## src/rtl/reward_rx_pkg.sv

```systemverilog
`default_nettype none
// ============================================================================
//  Module      : reward_rx_pkg
//  Description : Shared widths, state encoding and default memory map for the
//                reward receive path (also used by the reward sender).
//  Revision    : 1.0 - initial release
// ============================================================================
package reward_rx_pkg;

    localparam int MEM_WIDTH  = 8;
    localparam int WORD_WIDTH = 16;

    // Bytes per 16-bit word; packet fields and Q entries are word-spaced
    localparam logic [WORD_WIDTH-1:0] c_word_bytes  = 16'(WORD_WIDTH / MEM_WIDTH);
    localparam logic [WORD_WIDTH-1:0] c_off_clu     = c_word_bytes;
    localparam logic [WORD_WIDTH-1:0] c_off_rew     = c_word_bytes << 1;

    localparam logic [WORD_WIDTH-1:0] c_pkt_base    = 16'h0008;
    localparam logic [WORD_WIDTH-1:0] c_qtable_base = 16'h0048;

    typedef enum logic [2:0] {
        S_IDLE  = 3'd0,
        S_A_SRC = 3'd1,
        S_A_CLU = 3'd2,
        S_A_REW = 3'd3,
        S_A_Q   = 3'd4,
        S_CALC  = 3'd5,
        S_WRITE = 3'd6,
        S_DONE  = 3'd7
    } state_t;

    // Byte address of word idx in a word array starting at base (16-bit wrap)
    function automatic logic [WORD_WIDTH-1:0] word_addr(
        input logic [WORD_WIDTH-1:0] base,
        input logic [WORD_WIDTH-1:0] idx
    );
        return base + (idx * c_word_bytes);
    endfunction

endpackage
`default_nettype wire

```

## src/rtl/reward_rx_if.sv

```systemverilog
`default_nettype none
// ============================================================================
//  Module      : reward_rx_if
//  Description : Word-wide memory bus between the reward receiver (master)
//                and the data memory (slave). Read data is combinational
//                from the registered address.
//  Revision    : 1.0 - initial release
// ============================================================================
interface reward_rx_if;
    import reward_rx_pkg::*;

    logic [WORD_WIDTH-1:0] address;
    logic [WORD_WIDTH-1:0] data_in;
    logic [WORD_WIDTH-1:0] data_out;
    logic                  wr_en;

    modport master (output address, output data_out, output wr_en, input  data_in);
    modport slave  (input  address, input  data_out, input  wr_en, output data_in);

endinterface
`default_nettype wire

```

## src/rtl/reward_rx_q_update.sv

```systemverilog
`default_nettype none
// ============================================================================
//  Module      : reward_rx_q_update
//  Description : Combinational Q-value update: moves Q_old toward reward by
//                2^-ALPHA_SHIFT of the distance. Working on the magnitude of
//                the difference keeps the result between Q_old and reward,
//                so it can never overflow or underflow.
//  Revision    : 1.0 - initial release
// ============================================================================
module reward_rx_q_update
    import reward_rx_pkg::*;
#(
    parameter int ALPHA_SHIFT = 1
)(
    input  wire  [WORD_WIDTH-1:0] q_old,
    input  wire  [WORD_WIDTH-1:0] reward,
    output logic [WORD_WIDTH-1:0] q_new
);

    logic                  w_up;
    logic [WORD_WIDTH-1:0] w_diff;
    logic [WORD_WIDTH-1:0] w_step;

    // Step toward the reward by the shifted absolute distance
    always_comb begin
        w_up   = (reward >= q_old);
        w_diff = w_up ? (reward - q_old) : (q_old - reward);
        w_step = w_diff >> ALPHA_SHIFT;
        q_new  = w_up ? (q_old + w_step) : (q_old - w_step);
    end

endmodule
`default_nettype wire

```

## src/rtl/reward_rx.sv

```systemverilog
`default_nettype none
// ============================================================================
//  Module      : reward_rx
//  Description : Reads a received reward packet from memory, filters it
//                against this node's identity, and applies a Q-learning
//                update to the sender's Q-table entry.
//  Revision    : 1.0 - initial release
// ============================================================================
module reward_rx
    import reward_rx_pkg::*;
#(
    parameter logic [WORD_WIDTH-1:0] PKT_BASE    = c_pkt_base,
    parameter logic [WORD_WIDTH-1:0] QTABLE_BASE = c_qtable_base,
    parameter logic [WORD_WIDTH-1:0] NUM_NODES   = 16'd64,
    parameter int                    ALPHA_SHIFT = 1
)(
    input  wire                   clock,
    input  wire                   nrst,
    input  wire                   start,
    input  wire  [WORD_WIDTH-1:0] MY_NODE_ID,
    input  wire  [WORD_WIDTH-1:0] MY_CLUSTER_ID,
    reward_rx_if.master           mem,
    output logic [WORD_WIDTH-1:0] q_new,
    output logic                  dropped,
    output logic                  done
);

    state_t                r_state;
    logic [WORD_WIDTH-1:0] r_addr;
    logic [WORD_WIDTH-1:0] r_data_out;
    logic                  r_wr_en;
    logic [WORD_WIDTH-1:0] r_q_new;
    logic                  r_dropped;
    logic                  r_done;
    logic [WORD_WIDTH-1:0] r_src;
    logic [WORD_WIDTH-1:0] r_clu;
    logic [WORD_WIDTH-1:0] r_reward;

    logic                  w_drop;
    logic [WORD_WIDTH-1:0] w_q_addr;
    logic [WORD_WIDTH-1:0] w_q_calc;

    // Packet filter and Q-table address, both from the captured header words
    always_comb begin
        w_drop   = (r_clu != MY_CLUSTER_ID) || (r_src == MY_NODE_ID) || (r_src >= NUM_NODES);
        w_q_addr = word_addr(QTABLE_BASE, r_src);
    end

    // In CALC the bus returns the current Q entry of the source node
    reward_rx_q_update #(
        .ALPHA_SHIFT (ALPHA_SHIFT)
    ) u_q_update (
        .q_old  (mem.data_in),
        .reward (r_reward),
        .q_new  (w_q_calc)
    );

    // Sequencer: each state registers the address whose data the next state
    // consumes, so every capture happens on the exit edge of its state
    always_ff @(posedge clock) begin
        if (!nrst) begin
            r_state    <= S_IDLE;
            r_addr     <= '0;
            r_data_out <= '0;
            r_wr_en    <= 1'b0;
            r_q_new    <= '0;
            r_dropped  <= 1'b0;
            r_done     <= 1'b0;
            r_src      <= '0;
            r_clu      <= '0;
            r_reward   <= '0;
        end else begin
            case (r_state)
                S_IDLE: begin
                    r_addr     <= '0;
                    r_wr_en    <= 1'b0;
                    r_data_out <= '0;
                    if (start) begin
                        r_state <= S_A_SRC;
                    end
                end
                S_A_SRC: begin
                    r_addr  <= PKT_BASE;
                    r_state <= S_A_CLU;
                end
                S_A_CLU: begin
                    r_addr  <= PKT_BASE + c_off_clu;
                    r_src   <= mem.data_in;
                    r_state <= S_A_REW;
                end
                S_A_REW: begin
                    r_addr  <= PKT_BASE + c_off_rew;
                    r_clu   <= mem.data_in;
                    r_state <= S_A_Q;
                end
                S_A_Q: begin
                    r_reward <= mem.data_in;
                    if (w_drop) begin
                        r_dropped <= 1'b1;
                        r_done    <= 1'b1;
                        r_state   <= S_DONE;
                    end else begin
                        r_addr    <= w_q_addr;
                        r_dropped <= 1'b0;
                        r_state   <= S_CALC;
                    end
                end
                S_CALC: begin
                    r_q_new    <= w_q_calc;
                    r_data_out <= w_q_calc;
                    r_wr_en    <= 1'b1;
                    r_state    <= S_WRITE;
                end
                S_WRITE: begin
                    r_wr_en    <= 1'b0;
                    r_data_out <= '0;
                    r_done     <= 1'b1;
                    r_state    <= S_DONE;
                end
                S_DONE: begin
                    if (!start) begin
                        r_done  <= 1'b0;
                        r_addr  <= '0;
                        r_state <= S_IDLE;
                    end
                end
                default: begin
                    r_state <= S_IDLE;
                end
            endcase
        end
    end

    assign mem.address  = r_addr;
    assign mem.data_out = r_data_out;
    assign mem.wr_en    = r_wr_en;
    assign q_new        = r_q_new;
    assign dropped      = r_dropped;
    assign done         = r_done;

endmodule
`default_nettype wire

```

## src/flat_wrapper.sv

```systemverilog
// flat-port wrapper written by rule: the top's interface ports become plain ports
module reward_rx_flat import reward_rx_pkg::*;
#(
    parameter logic [WORD_WIDTH-1:0] PKT_BASE    = c_pkt_base,
    parameter logic [WORD_WIDTH-1:0] QTABLE_BASE = c_qtable_base,
    parameter logic [WORD_WIDTH-1:0] NUM_NODES   = 16'd64,
    parameter int                    ALPHA_SHIFT = 1
)
  (clock, nrst, start, MY_NODE_ID, MY_CLUSTER_ID, q_new, dropped, done, mem_address, mem_data_out, mem_wr_en, mem_data_in);
  reward_rx_if mem_i ();
  input  wire clock;
  input  wire nrst;
  input  wire start;
  input  wire  [WORD_WIDTH-1:0] MY_NODE_ID;
  input  wire  [WORD_WIDTH-1:0] MY_CLUSTER_ID;
  output logic [WORD_WIDTH-1:0] q_new;
  output logic dropped;
  output logic done;
  output wire logic [$bits(mem_i.address)-1:0] mem_address;
  output wire logic [$bits(mem_i.data_out)-1:0] mem_data_out;
  output wire logic [$bits(mem_i.wr_en)-1:0] mem_wr_en;
  input wire logic [$bits(mem_i.data_in)-1:0] mem_data_in;
  assign mem_address = mem_i.address;
  assign mem_data_out = mem_i.data_out;
  assign mem_wr_en = mem_i.wr_en;
  assign mem_i.data_in = mem_data_in;
  reward_rx #(.PKT_BASE(PKT_BASE), .QTABLE_BASE(QTABLE_BASE), .NUM_NODES(NUM_NODES), .ALPHA_SHIFT(ALPHA_SHIFT)) u_core (.clock(clock), .nrst(nrst), .start(start), .MY_NODE_ID(MY_NODE_ID), .MY_CLUSTER_ID(MY_CLUSTER_ID), .mem(mem_i), .q_new(q_new), .dropped(dropped), .done(done));
endmodule
```

## config.mk

```make
export PLATFORM = sky130hd
export DESIGN_NAME = reward_rx_flat
export DESIGN_NICKNAME = d
export VERILOG_FILES = /design/src/rtl/reward_rx_pkg.sv /design/src/rtl/reward_rx_if.sv /design/src/rtl/reward_rx_q_update.sv /design/src/rtl/reward_rx.sv /design/src/flat_wrapper.sv
export SDC_FILE = /design/constraint.sdc
export NUM_CORES = 1
export LEC_CHECK = 0
export ABC_CLOCK_PERIOD_IN_PS = 7300
export BUFFER_PORTS_ARGS = -buffer_cell sky130_fd_sc_hd__buf_2
export CORE_MARGIN = 5
export CORE_UTILIZATION = 59
export DETAILED_ROUTE_END_ITERATION = 10
export PLACE_DENSITY = 0.91
export SLEW_MARGIN = 20
export SYNTH_ARGS = -nofsm -noshare
export SYNTH_HDL_FRONTEND = slang
export SYNTH_SLANG_ARGS = --single-unit
```

## constraint.sdc

```tcl
create_clock -name clock -period 7.3 [get_ports clock]
set_input_delay 0.73 -clock clock [delete_from_list [all_inputs] [get_ports clock]]
set_output_delay 0.73 -clock clock [all_outputs]
set_load 0.02 [all_outputs]
```

# --- Word level (Yosys, flattened, before mapping) ---
# Cells that the tools add are included.
op_classes:
  add_sub_neg: 5
  magnitude_cmp: 2
  eq_ne: 13
  muxes: 15
  n_reduce_logical: 10
ops:
  columns: ["operator", "count"]
  rows:
  - ["$pmux 16 s6", 1]
  - ["$mux 16", 4]
  - ["$pmux 16 s2", 1]
  - ["$sub 16x16->16", 2]
  - ["$pmux 3 s8", 1]
  - ["$add 16x15->16", 1]
  - ["$add 7x16->16 const A", 1]
  - ["$eq 16x16->1", 1]
  - ["$ge 16x16->1", 1]
  - ["$ge 16x7->1 const B", 1]
  - ["$ne 16x16->1", 1]
  - ["$sub 16x15->16", 1]
  - ["$eq 3x3->1 const B", 4]
  - ["$eq 3x2->1 const B", 2]
  - ["$mux 3", 2]
  - ["$ne 2x2->1 const B", 3]
  - ["$reduce_and 3->1", 2]
  - ["$reduce_bool 6->1", 1]
  - ["$eq 3x1->1 const B", 1]
  - ["$logic_not 3->1", 1]
  - ["$mux 1", 3]
  - ["$pmux 1 s3", 1]
  - ["$reduce_bool 3->1", 1]
  - ["$logic_or 1x1->1", 2]
  - ["other kinds (6)", 6]
totals:
  reg_bits: 102
  in_bits: 51

# --- Depth between registers and ports, before layout ---
logic_depth:
  ltp_word: 5
  depth_mapped: 26

# --- Modules after synthesis ---
# A second synthesis with hierarchy kept.
hier_totals:
  hier_cells: 880
  hier_area_um2: 6876.6
by_module_without_submodules:
  columns: ["mod", "n_inst", "cells_per_inst", "area_per_inst_um2", "seq_area_each_um2"]
  rows:
  - ["reward_rx", 1, 486, 3988.8, 2021.9]
  - ["reward_rx_q_update", 1, 394, 2887.8, 0.0]

# --- Worst setup path before layout ---
# Ideal clock, no wire load.
synth_timing:
  path_kind: "in2reg"
  from: "input mem_data_in[0]"
  to: "register u_core.r_data_out[15], in the netlist u_core.mem.data_out[15]"
  setup_time_ns: 0.122
  arrival_time_ns: 5.268
  setup_slack_ns: 1.911
  cell_stages: 25
  n_path_buf: 1
  cell_sequence: "clkbuf_1 -> inv_1 -> ha_1 -> inv_1 -> fa_1 -> a21o_1 -> a2111oi_0 -> a211oi_1 -> a31oi_1 -> or2_2 -> and4b_1 -> nand2_1 -> nor3b_2 -> xnor2_1 -> o21ai_1 -> xnor2_1 -> ha_1 -> and3_1 -> a211oi_1 -> nor2_1 -> a21oi_1 -> o31ai_1 -> o41ai_1 -> nor2_1 -> a221o_1"
synth_via:
  elab_chain_len: 5
synth_rtl:
  columns: ["element", "line_no", "rtl"]
  rows:
  - ["from (decl)", "flat_wrapper.sv:22", "input wire logic [$bits(mem_i.data_in)-1:0] mem_data_in;"]
  - ["$sub 16x16->16 / $ge 16x16->1 (equally long branches)", "reward_rx_q_update.sv:27, reward_rx_q_update.sv:26", null]
  - ["$mux 16", "reward_rx_q_update.sv:27", "w_diff = w_up ? (reward - q_old) : (q_old - reward);"]
  - ["$sub 16x15->16 / $add 16x15->16 (equally long branches)", "reward_rx_q_update.sv:29", "q_new = w_up ? (q_old + w_step) : (q_old - w_step);"]
  - ["$mux 16 (*)", "reward_rx_q_update.sv:29", null]
  - ["$pmux 16 s2 (*)", "reward_rx.sv:73", "case (r_state)"]
  - ["to (signal assigned)", "reward_rx.sv:110", "r_data_out <= w_q_calc;"]
  - ["to (decl)", "reward_rx.sv:30", "logic [WORD_WIDTH-1:0] r_data_out;"]
# Mark *: on every way between the ends. The rest lies on a longest branch, timed or not.
# A chain may end at the register's enable or synchronous reset.

# --- Worst setup path in the final report ---
layout_timing:
  from: "input mem_data_in[4]"
  to: "register u_core.r_data_out[15], in the netlist u_core.mem.data_out[15]"
# The elaborated chain is that of the path after synthesis.

==> run summary <==
The final net count came out at 1090. From synthesis to final layout, the design area changed by 10.8%. The share of the synthesized area in the top cell type is 28.1%, and the worst supply voltage drop on vdd is 115 uV. From bottom edge to top edge, the die measures 120 um. The via count of the first global-routing pass was 6511; the largest net degree at the start of global routing was 101. Leaving out filler cells and counting taps, the final layout contains 1138. Hold buffer count at CTS: 0. The endpoint kind of the worst setup timing path is a flop. The tools report the count of placed standard cells including taps as 1122.

Averaged over all synthesized cells, the footprint is 7.83 um2. The number of antenna violations at the first check in global routing is 0. Setup violations remaining at the end of the flow were counted as 0.

Sequential cells burn 37.8% of the power. CTS built an H-tree with a depth of 3. The worst setup margin was 1.30 ns. Among cell families on the critical path, the largest total delay comes from compound AO/OA/AOI/OAI gates. When the netlist entered floorplanning its net count stood at 1024.

At the worst endpoint, the arrival time is 6.25 ns. The number of cell instances on the worst register-to-register path was 20. The worst-case hold path end point was u_core.mem.data_out[13].

The run gives 14200 um as the HPWL reported at the end of detailed placement. The detailed router finished its first iteration with 791 violations. Dividing the detail-routed via count by the number of cells gives 5.99. The endpoint identified for the worst register-to-register timing path is u_core.mem.data_out[15]. The share of total power dissipated in combinational logic is 31.9%. The initial utilization of the core area, before any placement, comes to 60.0%. The tools report the headroom to the max-slew limit as 29.9%.

The die covers 14500 um2. The sum of overflow across all layers after global routing was 0. Ranked by instance count, the synthesized netlist is headed by 177 x sky130_fd_sc_hd__nand2_1, 101 x sky130_fd_sc_hd__dfxtp_1, 73 x sky130_fd_sc_hd__a21boi_0.

The clock passes through at most 2 buffers. In this run the power spent charging and discharging nets is 0.000553 W. In the final layout, the share of cells above drive strength 1 is 14.4%.

The final critical path time including I/O delays and setup came out at 6.00 ns. In this run the horizontal extent of the chip is 120 um. The number of synthesized flops with an enable pin was 0. The post-cts gate resize count is 0. The register bit count reported by yosys was 101.

After synthesis, the netlist uses 73 different library cells. The cell type with the highest occurrence count on the critical path is sky130_fd_sc_hd__nor2_1. The flip-flop cell with the highest count after synthesis is sky130_fd_sc_hd__dfxtp_1.

In the synthesized netlist the async set-or-reset flop fraction comes to 0%. The worst setup path is launched from a primary input. The run gives 0 as the total number of yosys warnings. The post-detailed-route DRC marker count was 0. For the filler cell count in the final layout, the log shows 952.

TritonCTS built the clock tree. The I/O pin total is 102. The run gives 0 as the max-slew violation total from the final report.

After floorplanning, the core was sized to cover 12000 um2. Setup total negative slack on the finished layout was measured at 0 ns. The path class of the tightest hold or removal check is flop to flop. Clock network fraction of design power: 30.3%.

The cell area after placement came out at 7700 um2. The max-cap violation count is 0, and the number of cells on the worst hold path is 2. The setup slack of the worst register-to-register path is 1.55 ns. Clock-pin slew was measured on the worst setup and hold paths at 0.07 ns. The detailed router placed 6822 vias in this run. The post-synthesis instance total is 920. The tools report the proportion of synthesized chip area in sequential cells as 28.1%. The number of port buffers works out to 100. Setup repair after global routing left no endpoint under its margin.

The stage delay of the slowest cell on the critical path was 0.66 ns. The overall track demand over capacity in global routing came out at 27.1%. For the first-pass iteration count of the detailed router, the log shows 5. The library cell used as clock root buffer is sky130_fd_sc_hd__clkbuf_16. The buffer and inverter count on the worst path was 2; the final core utilization was 66.4%. Internal portion of total power: 0.00102 W.

For this design, the slowest cell found on the critical path is sky130_fd_sc_hd__a2111oi_0. The signal on the critical path passes through buf_2 > inv_1 > ha_1 > o21ai_0 > a211o_1 > a311o_4 > nand2_2 > mux2i_1 > nor2_1 > o21ai_0 > a221oi_1 > nor2_1 > a31oi_1 > xnor2_1 > ha_1 > a2111oi_0 > nand3_1 > a41oi_1 > o31ai_1 > o41ai_1 > nor2_1 > a221o_1. The number of inserted diodes was 0; the first-pass GRT wire length was 32200 um.

After synthesis the cells add up to 7200 um2. In this run the power density over the cells is 197 nW/um2. The run finished with clean final reports.

In this run the worst path has a maximum fanout of 18. The analysis attributes to cell leakage a power of 3.38 nW. The logs give 0.37 ns for the clock latency of the later-clocked register in the worst-skew pair and 0 for the number of hold violations in the final report. The number of setup buffers added after CTS is 0. In this run the most critical hold path is launched from u_core.mem.data_out[13]. The number of sinks driven by the clock tree is 101.

The worst slack at placement is 1.10 ns, and the worst clock skew on the final layout is 0.0117 ns. Of all cell types, the one taking the most synthesized area is sky130_fd_sc_hd__dfxtp_1. In the final routed layout, each cell accounts on average for 17.2 um. The logs give 9 for the number of buffers added by the clock tree synthesis step and 19600 um for the total wire length after detailed routing.

The achievable frequency is 0.167 GHz. The required time of the critical path is 7.55 ns, and the final estimated routing congestion in global placement is 1.02. The most frequent cell after synthesis is sky130_fd_sc_hd__nand2_1. The classification of the worst setup path was primary input to flop. Of the total power, the share spent switching nets is 35.1%. The final cycle utilization of the critical path is 82.2%.

Sorting the synthesized cells by area gives the leading types as sky130_fd_sc_hd__dfxtp_1 28%, sky130_fd_sc_hd__nand2_1 9.2%, sky130_fd_sc_hd__ha_1 8.7%. The run gives 40 as the number of core rows. The startpoint identified for the worst register-to-register timing path is u_core.r_reward[0]. The count of antenna-violating nets left after detailed routing came out at 0. The final design area excluding fillers is 7980 um2.

The measured slew at the worst slew-check pin was 1.05 ns.
## worst reg2reg max path: stages (launching register included)
cell and delay (ns):
sky130_fd_sc_hd__dfxtp_1 0.36, sky130_fd_sc_hd__ha_1 0.16, sky130_fd_sc_hd__inv_1 0.05, sky130_fd_sc_hd__fa_1 0.46
sky130_fd_sc_hd__xor2_1 0.21, sky130_fd_sc_hd__nor3_1 0.57, sky130_fd_sc_hd__mux2i_1 0.27, sky130_fd_sc_hd__nor2_1 0.13
sky130_fd_sc_hd__o21ai_0 0.08, sky130_fd_sc_hd__a221oi_1 0.31, sky130_fd_sc_hd__nor2_1 0.06, sky130_fd_sc_hd__a31oi_1 0.18
sky130_fd_sc_hd__xnor2_1 0.17, sky130_fd_sc_hd__ha_1 0.32, sky130_fd_sc_hd__a2111oi_0 0.66, sky130_fd_sc_hd__nand3_1 0.19
sky130_fd_sc_hd__a41oi_1 0.37, sky130_fd_sc_hd__o31ai_1 0.14, sky130_fd_sc_hd__o41ai_1 0.53, sky130_fd_sc_hd__nor2_1 0.08
sky130_fd_sc_hd__a221o_1 0.33
## stage by stage
stage,power [W],hold WS [ns]
final,0.00158,0.442
after global routing,0.00165,0.479
after CTS,0.00157,0.444
after floorplan,0.000975,0.447
after global placement,0.00108,0.431
after detailed placement,0.00109,0.433
## layout make-up
| class | instances | area [um2] | share of cell area [%] |
|---|---|---|---|
| sequential | 101 | 2020 | 25.3 |
| clock inverter | 5 | 41.3 | 0.517 |
| inverter | 44 | 165 | 2.07 |
| timing repair buffer | 104 | 531 | 6.65 |
| multi-input combinational | 726 | 4800 | 60.1 |
| tap | 147 | 184 | 2.30 |
| clock buffer | 11 | 243 | 3.04 |
## layer usage
| layer | routed length, um | vias up | global-route usage, % |
|---|---|---|---|
| met5 | 0 | - | 0 |
| met1 | 8310 | 3166 | 35.0 |
| met3 | 1500 | 74 | 5.47 |
| met4 | 796 | 0 | 12.5 |
| li1 | - | 3288 | - |
| met2 | 8960 | 294 | 43.7 |
## state kept, by name (all words and copies together), names as in the netlist
register and count:
u_core.mem.address 15, u_core.dropped 1, u_core.r_reward 16, u_core.r_src 16, u_core.done 1, u_core.r_state 3
u_core.mem.wr_en 1, u_core.mem.data_out 16, u_core.r_clu 16, u_core.q_new 16
## power groups by stage
stage | clock network (W) | registers [W] | logic (W)
after floorplan | 0 | 0.000604 | 0.000372
after global placement | 0 | 0.000606 | 0.000474
after detailed placement | 0 | 0.000607 | 0.000487
after CTS | 0.000480 | 0.000595 | 0.000492
after global routing | 0.000504 | 0.000598 | 0.000551
final | 0.000477 | 0.000595 | 0.000503
## cells by family after synthesis
logic type      after synthesis  share of synthesized area (%)
other cells                   1                         0.0521
simple gates                337                           22.0
compound gates              248                           24.0
flops                       101                           28.1
mux                           6                           1.06
fa+ha+maj                    53                           9.52
buf+inv                      93                           5.40
xor+xnor                     81                           9.95
## worst max-delay path by stage
stage	end	cells past startpoint	startpoint
after floorplan	u_core.mem.data_out[15]	25	mem_data_in[0]
after global placement	u_core.mem.data_out[15]	22	mem_data_in[0]
after detailed placement	u_core.mem.data_out[15]	24	mem_data_in[4]
after CTS	u_core.mem.data_out[15]	22	mem_data_in[4]
after global routing	u_core.mem.data_out[15]	22	mem_data_in[4]
final	u_core.mem.data_out[15]	22	mem_data_in[4]
## layout by cell type (no fill, tap or decap), drive strengths merged, types with 42 or more instances in the layout
cell type  instances
nand2            178
buf              104
dfxtp            101
a21boi            73
xnor2             51
ha                50
a21oi             47
inv               46
o21ai             43
nor2              42
No activity file was read; power rests on OpenSTA's default activity.
